`src/rtl/seg7_scan_controller_if.sv`:
```
// rtl/seg7_scan_controller_if.sv - Signal bundle between count source, scan controller and display pins
//
// Purpose: groups the display-facing and count-facing signals of seg7_scan_controller.
// Signals:
//   count      [15:0]  value to display, nibble k -> digit k (digit 0 rightmost)
//   enable             scan enable, level-sensitive
//   lz_blank           1 = blank leading zeros
//   dp_mask    [3:0]   per-digit decimal point request
//   an         [3:0]   anode enables, active-low
//   seg        [6:0]   segments {g,f,e,d,c,b,a}, active-low
//   dp                 decimal point, active-low
//   frame_done         one-cycle pulse after each completed frame
// Modports:
//   master  drives count/enable/lz_blank/dp_mask, observes the display outputs
//   slave   the scan controller side
interface seg7_scan_controller_if;
  logic [15:0] count;
  logic        enable;
  logic        lz_blank;
  logic [3:0]  dp_mask;
  logic [3:0]  an;
  logic [6:0]  seg;
  logic        dp;
  logic        frame_done;

  modport master (
    output count, enable, lz_blank, dp_mask,
    input  an, seg, dp, frame_done
  );

  modport slave (
    input  count, enable, lz_blank, dp_mask,
    output an, seg, dp, frame_done
  );
endinterface

```
`src/rtl/seg7_scan_controller.sv`:
```
// rtl/seg7_scan_controller.sv - 4-digit common-anode 7-segment time-multiplexing scan controller
//
// Purpose: lights one digit at a time for DIGIT_CYCLES clocks, then blanks all
// anodes for BLANK_CYCLES clocks, cycling digits 0..3. The count is snapshotted
// at scan start and at every frame boundary so a frame never mixes two values.
// Ports:
//   clk      in   system clock, rising edge
//   reset_n  in   asynchronous active-low reset
//   bus      slave modport of seg7_scan_controller_if
//            (count, enable, lz_blank, dp_mask in; an, seg, dp, frame_done out)
// All outputs are registered; no combinational input-to-output path.
module seg7_scan_controller #(
  parameter int DIGIT_CYCLES = 100000,
  parameter int BLANK_CYCLES = 1000
) (
  input  logic                    clk,
  input  logic                    reset_n,
  seg7_scan_controller_if.slave   bus
);

  localparam int MAXC = (DIGIT_CYCLES > BLANK_CYCLES) ? DIGIT_CYCLES : BLANK_CYCLES;
  localparam int TW   = (MAXC > 1) ? $clog2(MAXC) : 1;

  localparam logic [TW-1:0] T_DIGIT_LAST = TW'(DIGIT_CYCLES - 1);
  localparam logic [TW-1:0] T_BLANK_LAST = TW'(BLANK_CYCLES - 1);
  localparam logic [TW-1:0] T_ZERO       = '0;
  localparam logic [TW-1:0] T_ONE        = TW'(1);

  // Packed output word {an[3:0], seg[6:0], dp}; all-ones is "everything off".
  localparam logic [11:0] OUT_OFF = 12'hFFF;

  typedef enum logic [1:0] {
    S_IDLE  = 2'd0,
    S_ON    = 2'd1,
    S_BLANK = 2'd2
  } state_t;

  state_t          r_state;
  logic [1:0]      r_digit;
  logic [TW-1:0]   r_timer;
  logic [15:0]     r_snap;
  logic [11:0]     r_out;
  logic            r_frame_done;

  // Active-low hex decode, {g,f,e,d,c,b,a}.
  function automatic logic [6:0] hex7(input logic [3:0] n);
    case (n)
      4'h0: hex7 = 7'b1000000;
      4'h1: hex7 = 7'b1111001;
      4'h2: hex7 = 7'b0100100;
      4'h3: hex7 = 7'b0110000;
      4'h4: hex7 = 7'b0011001;
      4'h5: hex7 = 7'b0010010;
      4'h6: hex7 = 7'b0000010;
      4'h7: hex7 = 7'b1111000;
      4'h8: hex7 = 7'b0000000;
      4'h9: hex7 = 7'b0010000;
      4'hA: hex7 = 7'b0001000;
      4'hB: hex7 = 7'b0000011;
      4'hC: hex7 = 7'b1000110;
      4'hD: hex7 = 7'b0100001;
      4'hE: hex7 = 7'b0000110;
      default: hex7 = 7'b0001110;
    endcase
  endfunction

  // Output word for digit d lit from value s. Digit d (d>0) is a leading zero
  // when nibbles d..3 are all zero, i.e. s shifted right by 4*d is zero.
  function automatic logic [11:0] on_pattern(
    input logic [15:0] s,
    input logic [1:0]  d,
    input logic        lz,
    input logic [3:0]  dpm
  );
    logic [3:0] nib;
    logic       hide;
    nib  = s[4*d +: 4];
    hide = lz && (d != 2'd0) && ((s >> (4*d)) == 16'd0);
    if (hide) begin
      on_pattern = OUT_OFF;
    end else begin
      on_pattern = {~(4'b0001 << d), hex7(nib), ~dpm[d]};
    end
  endfunction

  always_ff @(posedge clk or negedge reset_n) begin
    if (!reset_n) begin
      r_state      <= S_IDLE;
      r_digit      <= 2'd0;
      r_timer      <= T_ZERO;
      r_snap       <= 16'd0;
      r_out        <= OUT_OFF;
      r_frame_done <= 1'b0;
    end else begin
      r_frame_done <= 1'b0;
      case (r_state)
        S_IDLE: begin
          r_digit <= 2'd0;
          r_timer <= T_ZERO;
          if (bus.enable) begin
            // Outputs come straight from count here since r_snap loads on this same edge.
            r_snap  <= bus.count;
            r_state <= S_ON;
            r_out   <= on_pattern(bus.count, 2'd0, bus.lz_blank, bus.dp_mask);
          end else begin
            r_out   <= OUT_OFF;
          end
        end

        S_ON: begin
          if (!bus.enable) begin
            r_state <= S_IDLE;
            r_digit <= 2'd0;
            r_timer <= T_ZERO;
            r_out   <= OUT_OFF;
          end else if (r_timer == T_DIGIT_LAST) begin
            r_state <= S_BLANK;
            r_timer <= T_ZERO;
            r_out   <= OUT_OFF;
          end else begin
            r_timer <= r_timer + T_ONE;
            // Re-evaluated every cycle so lz_blank and dp_mask act live.
            r_out   <= on_pattern(r_snap, r_digit, bus.lz_blank, bus.dp_mask);
          end
        end

        S_BLANK: begin
          if (r_timer == T_BLANK_LAST) begin
            r_timer <= T_ZERO;
            if (r_digit != 2'd3) begin
              if (bus.enable) begin
                r_digit <= r_digit + 2'd1;
                r_state <= S_ON;
                r_out   <= on_pattern(r_snap, r_digit + 2'd1, bus.lz_blank, bus.dp_mask);
              end else begin
                r_digit <= 2'd0;
                r_state <= S_IDLE;
                r_out   <= OUT_OFF;
              end
            end else begin
              // The frame is complete once digit 3's gap has elapsed, so it is
              // reported even if enable falls on this very edge.
              r_frame_done <= 1'b1;
              r_digit      <= 2'd0;
              if (bus.enable) begin
                r_snap  <= bus.count;
                r_state <= S_ON;
                r_out   <= on_pattern(bus.count, 2'd0, bus.lz_blank, bus.dp_mask);
              end else begin
                r_state <= S_IDLE;
                r_out   <= OUT_OFF;
              end
            end
          end else if (!bus.enable) begin
            r_state <= S_IDLE;
            r_digit <= 2'd0;
            r_timer <= T_ZERO;
            r_out   <= OUT_OFF;
          end else begin
            r_timer <= r_timer + T_ONE;
            r_out   <= OUT_OFF;
          end
        end

        default: begin
          r_state <= S_IDLE;
          r_digit <= 2'd0;
          r_timer <= T_ZERO;
          r_out   <= OUT_OFF;
        end
      endcase
    end
  end

  assign bus.an         = r_out[11:8];
  assign bus.seg        = r_out[7:1];
  assign bus.dp         = r_out[0];
  assign bus.frame_done = r_frame_done;

endmodule

```
`src/flat_wrapper.sv`:
```
// flat-port wrapper written by rule: the top's interface ports become plain ports
module seg7_scan_controller_flat 
#(
  parameter int DIGIT_CYCLES = 100000,
  parameter int BLANK_CYCLES = 1000
)
  (clk, reset_n, bus_count, bus_enable, bus_lz_blank, bus_dp_mask, bus_an, bus_seg, bus_dp, bus_frame_done);
  seg7_scan_controller_if bus_i ();
  input  logic clk;
  input  logic reset_n;
  input wire logic [$bits(bus_i.count)-1:0] bus_count;
  input wire logic [$bits(bus_i.enable)-1:0] bus_enable;
  input wire logic [$bits(bus_i.lz_blank)-1:0] bus_lz_blank;
  input wire logic [$bits(bus_i.dp_mask)-1:0] bus_dp_mask;
  output wire logic [$bits(bus_i.an)-1:0] bus_an;
  output wire logic [$bits(bus_i.seg)-1:0] bus_seg;
  output wire logic [$bits(bus_i.dp)-1:0] bus_dp;
  output wire logic [$bits(bus_i.frame_done)-1:0] bus_frame_done;
  assign bus_i.count = bus_count;
  assign bus_i.enable = bus_enable;
  assign bus_i.lz_blank = bus_lz_blank;
  assign bus_i.dp_mask = bus_dp_mask;
  assign bus_an = bus_i.an;
  assign bus_seg = bus_i.seg;
  assign bus_dp = bus_i.dp;
  assign bus_frame_done = bus_i.frame_done;
  seg7_scan_controller #(.DIGIT_CYCLES(DIGIT_CYCLES), .BLANK_CYCLES(BLANK_CYCLES)) u_core (.clk(clk), .reset_n(reset_n), .bus(bus_i));
endmodule
```
`config.mk`:
```
export PLATFORM = sky130hd
export DESIGN_NAME = seg7_scan_controller_flat
export DESIGN_NICKNAME = d
export VERILOG_FILES = /design/src/rtl/seg7_scan_controller_if.sv /design/src/rtl/seg7_scan_controller.sv /design/src/flat_wrapper.sv
export SDC_FILE = /design/constraint.sdc
export NUM_CORES = 1
export LEC_CHECK = 0
export ABC_AREA = 0
export ABC_CLOCK_PERIOD_IN_PS = 5400
export BUFFER_PORTS_ARGS = -buffer_cell sky130_fd_sc_hd__buf_2
export CAP_MARGIN = 20
export CORE_AREA = 2 2 72 91
export CTS_CLUSTER_SIZE = 25
export DETAILED_ROUTE_END_ITERATION = 8
export DIE_AREA = 0 0 74 93
export PLACE_DENSITY = 0.9
export SKIP_CTS_REPAIR_TIMING = 1
export SYNTH_ARGS = -nofsm -noshare
export SYNTH_HDL_FRONTEND = slang
export SYNTH_SLANG_ARGS = --single-unit
```
`constraint.sdc`:
```
create_clock -name clk -period 5.4 [get_ports clk]
set_input_delay 0.27 -clock clk [delete_from_list [all_inputs] [get_ports clk]]
set_output_delay 0.27 -clock clk [all_outputs]
set_load 0.05 [all_outputs]
```
==> results of run 1 <==
Yosys cell counts (all sizes together), types with 2 or more instances:
master,count
mux2,21
o21ai,35
nor4,2
nand3b,3
nor3b,3
or4,2
o22ai,6
a31oi,3
nand4,5
a21oi,11
nor2b,2
nand2,30
and4,4
dfrtp,38
ha,29
inv,24
a22o,2
mux4,13
and3,4
xnor2,6
nor3,6
a211oi,2
o211ai,6
clkbuf,8
dfstp,12
a21boi,3
nand2b,5
xor2,13
a22oi,4
mux2i,12
or2,3
buf,11
o221ai,3
nand3,13
nor2,35
cell families after synthesis:
logic type / share of synthesized area (%)
AO/OA/AOI/OAI: 13.55
XOR/XNOR: 4.375
adder cells (fa/ha/maj): 9.540
buffers and inverters: 5.362
flip-flops: 33.29
multiplexers: 17.76
AND/OR/NAND/NOR: 16.12
stage by stage:
step                      util, %  hold WS [ns]  worst slack [ns]  total power (µW)
after CTS                   67.47        0.1816             1.925              1960
final                       67.96        0.1883             1.889              1970
after global placement      65.96        0.4876             2.138              1700
after detailed placement    65.96        0.4916             1.970              1733
after global routing        67.96        0.1847             1.601              2106
after floorplan                 -      -0.02559             2.400              1516
where the power goes:
| group | switching (µW) | total, µW | internal (µW) |
|---|---|---|---|
| clock | 121 | 225 | 104 |
| combinational | 656 | 1110 | 452 |
| sequential | 115 | 637 | 523 |
per-layer routing:
metal  track usage, %  up-vias  part of all wire (%)
met1            34.07     1492                    42
met3            3.448       29                   6.1
met2            42.86      160                    49
met5                0        -                     0
met4            10.30        0                   3.0
li1                 -     1454                     -
worst max-delay path, delay by kind of cell (launching register included):
kind,cells,cell delay (ns)
simple gates,3,0.32
fa+ha+maj,2,0.86
mux,1,0.43
buf+inv,3,0.79
flops,1,0.34
compound gates,3,0.69
path summary, 6_finish.rpt:
check,start,to,depth (start not counted),slack (ns)
max,u_core.r_digit[0],u_core.r_out[5],12,1.89
min,bus_count[13],u_core.r_snap[13],2,0.19
max reg2reg,u_core.r_digit[0],u_core.r_out[5],12,1.89
min reg2reg,u_core.r_timer[0],u_core.r_timer[0],1,0.51
max in group asynchronous,reset_n,u_core.r_snap[3],3,4.51
min in group asynchronous,reset_n,u_core.bus.frame_done,2,0.38
flip-flops by register name, indices dropped and copies added (netlist names):
name / cells
u_core.r_state: 2
u_core.r_out: 12
u_core.bus.frame_done: 1
u_core.r_digit: 2
u_core.r_snap: 16
u_core.r_timer: 17
final cells by class:
cell class                 count  area [µm²]
fill                         469        1937
tap                           85       106.4
multi-input combinational    296        2333
clock inverter                 1       5.005
inverter                      25       93.84
clock buffer                   7       86.33
timing repair buffer          39       217.7
sequential                    50        1266
==> qor.txt, run 1 <==
Status -> finished clean
DIE AREA -> 6882 µm²
Vias -> 3135
Ranking of synthesized cells by area -> dfrtp_1, ha_1, dfstp_2
CTS Root Cell -> clkbuf_8
Placed cell count -> 493
Core area -> 6046 µm²
Post-route insts no fill -> 503
Post-synthesis cell count -> 390
Clock sinks -> 50
Setup Viol. Count Final -> 0
Ys Warns -> 0
Async SR Flop Fraction -> 100.0%
Pin count of the biggest net entering global routing -> 51
Synth Register Bits -> 50
Clk Latency, worst-skew pair -> 0.31 ns
DR vias/cell -> 6.233
Mean Syn Cell Area -> 9.753 µm²
Hold WC Path Type -> in2reg
Area of the mapped netlist -> 3804 µm²
Slew Limit Fails -> 0
Initial antenna violation count -> 0
Minimum clock period -> 3.511 ns
Max IR drop VDD -> 0.0003032 V
ANT cells -> 0
Worst path max stage delay -> 0.64 ns
Main synth FF type -> dfrtp_1
Fmax -> 0.2848 GHz
CP Cell Sequence -> buf_4, clkinv_1, ha_1, mux4_2, inv_1, ha_1, nand3b_1, a211oi_2, nor3_1, a31oi_4, nor2_1, o211ai_1
Max clock buf depth -> 2
Port bufs -> 36
HPWL Detailed -> 6310 µm
Register area share after synthesis -> 33.29%
First-pass DRT Iterations -> 7
Die extent in x -> 74 µm
CTS clock-pin slew for the worst setup and hold paths -> 0.09 ns
Crit path max fanout -> 21
Worst EP arrival -> 3.74 ns
Leading area contributor after synthesis -> dfrtp_1
Most frequent cells in the layout -> dfrtp_1, buf_2, nor2_1
First-pass GRT wire length -> 13870 µm
CTS H-Tree Depth -> 2
P per Cell Area -> 479.5 nW/µm²
Drt total wl -> 8521 µm
CP Class -> reg2reg
Gr usage total -> 25.93%
1st-iter DRT viols -> 252
Static Leak -> 0.001745 µW
I/O pins -> 37
MaxCap Viol Count -> 0
CTS tree -> built
CP Launch Type -> flip-flop
Mapped Nets -> 443
Post-synth top area share -> 25.00%
WL per Instance -> 16.94 µm
Proportion of layout cells with a drive suffix above 1 -> 23.21%
CTS buffer count -> 5
Initial Util -> 62.91%
Number of remaining DRC errors -> 0
CP dominant cell by count -> ha_1
WP data required -> 5.62 ns
Setup crit end kind -> flip-flop
Slowest stage cell, crit path -> ha_1
Finished Cell Area -> 4109 µm²
GRT overflow -> 0
Die Ht -> 93 µm
Most common cell after layout, fill and taps aside -> dfrtp_1
Setup TNS -> 0 ns
Gp weighted congestion -> 1.011
Vias in the first global route -> 2903
Worst slew pin tran -> 0.8138 ns
Area after DPL -> 3988 µm²
Std-Cell Rows -> 32
Tcrit/Tclk final -> 65.03%
Fin. Hold Viols -> 0
RSZ-0062 raised after global routing -> no
Fin Clk Skew -> 0.009449 ns
Routed Antenna Nets -> 0
P&R area growth vs syn -> 8.026%
Post-synth EDFFs -> 0
Slew HR -> 45.75%
Fin nets -> 470
Yosys cell types -> 56
Note: power is estimated with default switching activity, not from simulation.
==> run 2: changes to the inputs <==
--- a/config.mk
+++ b/config.mk
@@ -5,15 +5,15 @@
 export SDC_FILE = /design/constraint.sdc
 export NUM_CORES = 1
 export LEC_CHECK = 0
-export ABC_AREA = 0
-export ABC_CLOCK_PERIOD_IN_PS = 5400
+export ABC_AREA = 1
+export ABC_CLOCK_PERIOD_IN_PS = 2800
 export BUFFER_PORTS_ARGS = -buffer_cell sky130_fd_sc_hd__buf_2
 export CAP_MARGIN = 20
-export CORE_AREA = 2 2 72 91
+export CORE_AREA = 2 2 82 104
 export CTS_CLUSTER_SIZE = 25
 export DETAILED_ROUTE_END_ITERATION = 8
-export DIE_AREA = 0 0 74 93
-export PLACE_DENSITY = 0.9
+export DIE_AREA = 0 0 84 106
+export PLACE_DENSITY = 0.82
 export SKIP_CTS_REPAIR_TIMING = 1
 export SYNTH_ARGS = -nofsm -noshare
 export SYNTH_HDL_FRONTEND = slang
==> constraint.sdc (replaced) <==
create_clock -name clk -period 2.8 [get_ports clk]
set_input_delay 0.14 -clock clk [delete_from_list [all_inputs] [get_ports clk]]
set_output_delay 0.14 -clock clk [all_outputs]
set_load 0.05 [all_outputs]
==> run 2 against run 1 <==
Compared with the run above:
- setup slack lost 1.5 ns
- clock power grew 95%
- count of clock-buffer cells in the layout shrank 1
- highest routed layer unchanged
- critical endpoint is now u_core.r_out[3]
- core utilization shrank 11 points
- via count grew 36%
- routed wire length grew 27%
==> qor.txt, run 2 <==
Tcrit/Tclk final -> 87.84% (was 65.03%)
Register area share after synthesis -> 29.86% (was 33.29%)
Start point of the worst hold path -> bus_count[5] (was bus_count[13])
Minimum clock period -> 2.459 ns (was 3.511 ns)
Dominant cell by count in the synthesized netlist -> nand2_1 (was dfrtp_1)
Gr usage total -> 25.11% (was 25.93%)
CP Class -> reg2reg (unchanged)
Drt total wl -> 10790 µm (was 8521 µm)
Synth Register Bits -> 50 (unchanged)
Clk Latency, worst-skew pair -> 0.32 ns (was 0.31 ns)
Hold WC Path Type -> in2reg (unchanged)
CTS H-Tree Depth -> 2 (unchanged)
Port bufs -> 36 (unchanged)
Area of the mapped netlist -> 4240 µm² (was 3804 µm²)
Max FFs per register -> 17 (unchanged)
Post-layout util -> 57.37% (was 67.96%)
DR vias/cell -> 5.455 (was 6.233)
Mean Syn Cell Area -> 6.544 µm² (was 9.753 µm²)
Vias -> 4260 (was 3135)
Initial Util -> 52.94% (was 62.91%)
Fin Clk Skew -> 0.01211 ns (was 0.009449 ns)
Slew Limit Fails -> 0 (unchanged)
Top delay family on crit path -> simple AND/OR/NAND/NOR gates (was adder cells)
Main synth FF type -> dfrtp_1 (unchanged)
Slowest stage cell, crit path -> o21ai_0 (was ha_1)
Mapped Nets -> 701 (was 443)
DIE AREA -> 8904 µm² (was 6882 µm²)
CP Cell Sequence -> buf_4, nand2_1, nand2_1, o21ai_0, ha_1, nand3_1, nor2_1, nand4_1, nor2_2, nand2_2, nand3_1, a21oi_1, nand2_1 (was buf_4, clkinv_1, ha_1, mux4_2, inv_1, ha_1, nand3b_1, a211oi_2, nor3_1, a31oi_4, nor2_1, o211ai_1)
GRT overflow -> 0 (unchanged)
First-pass GRT wire length -> 18360 µm (was 13870 µm)
I/O pins -> 37 (unchanged)
Crit path max fanout -> 33 (was 21)
WL per Instance -> 13.82 µm (was 16.94 µm)
Fin. Hold Viols -> 0 (unchanged)
Setup Viol. Count Final -> 0 (unchanged)
WP data required -> 3.06 ns (was 5.62 ns)
Total Power -> 3883 µW (was 1970 µW)
Routed Antenna Nets -> 0 (unchanged)
FF/Latch Area -> 1266 µm² (unchanged)
Most common cell after layout, fill and taps aside -> nand2_1 (was dfrtp_1)
Max IR drop VDD -> 0.0005386 V (was 0.0003032 V)
Synth top cells by count -> nand2_1, nor2_1, inv_1, nand3_1, o21ai_0 (was dfrtp_1, nor2_1, o21ai_0, nand2_1, ha_1)
Proportion of layout cells with a drive suffix above 1 -> 14.47% (was 23.21%)
Crit path from -> u_core.r_digit[0] (unchanged)
Setup crit end kind -> flip-flop (unchanged)
Worst path max stage delay -> 0.42 ns (was 0.64 ns)
Slew HR -> 66.43% (was 45.75%)
CTS buffer count -> 5 (unchanged)
ANT cells -> 0 (unchanged)
Async SR Flop Fraction -> 100.0% (unchanged)
Worst EP arrival -> 2.72 ns (was 3.74 ns)
Initial antenna violation count -> 0 (unchanged)
Ranking of synthesized cells by area -> dfrtp_1, nand2_1, ha_1 (was dfrtp_1, ha_1, dfstp_2)
RSZ-0062 raised after global routing -> no (unchanged)
Die extent in x -> 84 µm (was 74 µm)
Std-Cell Rows -> 37 (was 32)
Fill cell count -> 786 (was 469)
Static Leak -> 0.002385 µW (was 0.001745 µW)
CP Launch Type -> flip-flop (unchanged)
Most frequent cells in the layout -> nand2_1, nor2_1, inv_1 (was dfrtp_1, buf_2, nor2_1)
Core area -> 8009 µm² (was 6046 µm²)
Multi-input gate area -> 2574 µm² (was 2333 µm²)
Clock sinks -> 50 (unchanged)
Largest regs -> u_core.r_timer x17, u_core.r_snap x16, u_core.r_out x12 (unchanged)
1st-iter DRT viols -> 302 (was 252)
CTS Root Cell -> clkbuf_8 (unchanged)
Buf/Inv on CP -> 1 (was 3)
CTS tree -> built (unchanged)
Setup TNS -> 0 ns (unchanged)
Leading area contributor after synthesis -> dfrtp_1 (unchanged)
Status -> finished clean (unchanged)
CTS clock-pin slew for the worst setup and hold paths -> 0.10 ns (was 0.09 ns)
First-pass DRT Iterations -> 5 (was 7)
HPWL Detailed -> 8333 µm (was 6310 µm)
Pin count of the biggest net entering global routing -> 51 (unchanged)
Post-synthesis cell count -> 648 (was 390)
Die Ht -> 106 µm (was 93 µm)
Post-synth EDFFs -> 0 (unchanged)
Fin nets -> 736 (was 470)
Worst slew pin tran -> 0.4983 ns (was 0.8138 ns)
P&R area growth vs syn -> 8.351% (was 8.026%)
Yosys cell types -> 36 (was 56)
MaxCap Viol Count -> 0 (unchanged)
Number of remaining DRC errors -> 0 (unchanged)
Post-synth top area share -> 22.43% (was 25.00%)
P per Cell Area -> 845.2 nW/µm² (was 479.5 nW/µm²)
Vias in the first global route -> 4000 (was 2903)
Top reg by flops -> u_core.r_timer (unchanged)
RR Startpoint -> u_core.r_digit[0] (unchanged)
Ys Warns -> 0 (unchanged)
CP dominant cell by count -> nand2_1 (was ha_1)
Gp weighted congestion -> 0.9893 (was 1.011)
Max clock buf depth -> 2 (unchanged)
Fmax -> 0.4066 GHz (was 0.2848 GHz)
## run 2: cell types whose count changed after synthesis, moves of 12 or more
| cell | delta |
|---|---|
| mux2_2 | -14 |
| inv_1 | +41 |
| mux2i_1 | -12 |
| nand2_1 | +178 |
| nand3_1 | +40 |
| mux4_2 | -13 |
| nor2_1 | +45 |
| a21oi_1 | +14 |
## run 2: where the power goes
group / switching, µW / internal (µW)
registers: 160 / 1010
clock network: 260 / 179
logic: 1560 / 713
total: 1980 / 1900
## run 2: worst min-delay path, cell delays in order
cell,delay (ns)
buf_2,0.09
inv_1,0.03
o21ai_0,0.07
## run 2: path summary, 6_finish.rpt
kind,cells past startpoint,to,slack [ns]
max,13,u_core.r_out[3],0.34
min,3,u_core.r_snap[5],0.06
max reg2reg,13,u_core.r_out[3],0.34
min reg2reg,1,u_core.r_timer[0],0.48
max in group asynchronous,3,u_core.r_out[8],2.05
min in group asynchronous,2,u_core.r_out[10],0.46
## run 2: through the flow
stage	setup WS (ns)	std cells	instance area, µm²	hold WS (ns)
final	0.3406	781	4594	0.05785
after global routing	0.1283	781	4594	0.08209
after CTS	0.3013	779	4562	0.06227
after detailed placement	0.3090	771	4476	0.3946
after global placement	0.3646	771	4476	0.3895
after floorplan	0.1631	648	4240	-0.1556
## run 2: logic make-up (layout without fill, tap and decap cells)
| logic type | Yosys count | in the layout | synth area share [%] |
|---|---|---|---|
| AOI/OAI and AO/OA | 80 | 80 | 10.48 |
| xor gates and xnor gates | 3 | 3 | 0.6198 |
| adders and majority gates | 29 | 29 | 8.557 |
| buffers and inverters | 89 | 125 | 9.501 |
| DFF | 50 | 50 | 29.86 |
| and+or+nand+nor | 397 | 397 | 40.99 |
## run 2: cell type report
cell class | instances | share of cell area [%]
inverters | 69 | 5.692
clock inverters | 2 | 0.2996
clock buffers | 6 | 1.580
well taps | 97 | 2.642
flip-flops and latches | 50 | 27.56
multi-input cells | 509 | 56.02
repair buffers | 48 | 6.209
## run 2: metal layers
layer | share of wire [%] | vias to the layer above | GRT usage [%]
li1 | - | 2142 | -
met1 | 44 | 1913 | 33.20
met2 | 47 | 170 | 42.00
met3 | 5.1 | 35 | 3.028
met4 | 3.7 | 0 | 9.793
met5 | 0 | - | 0
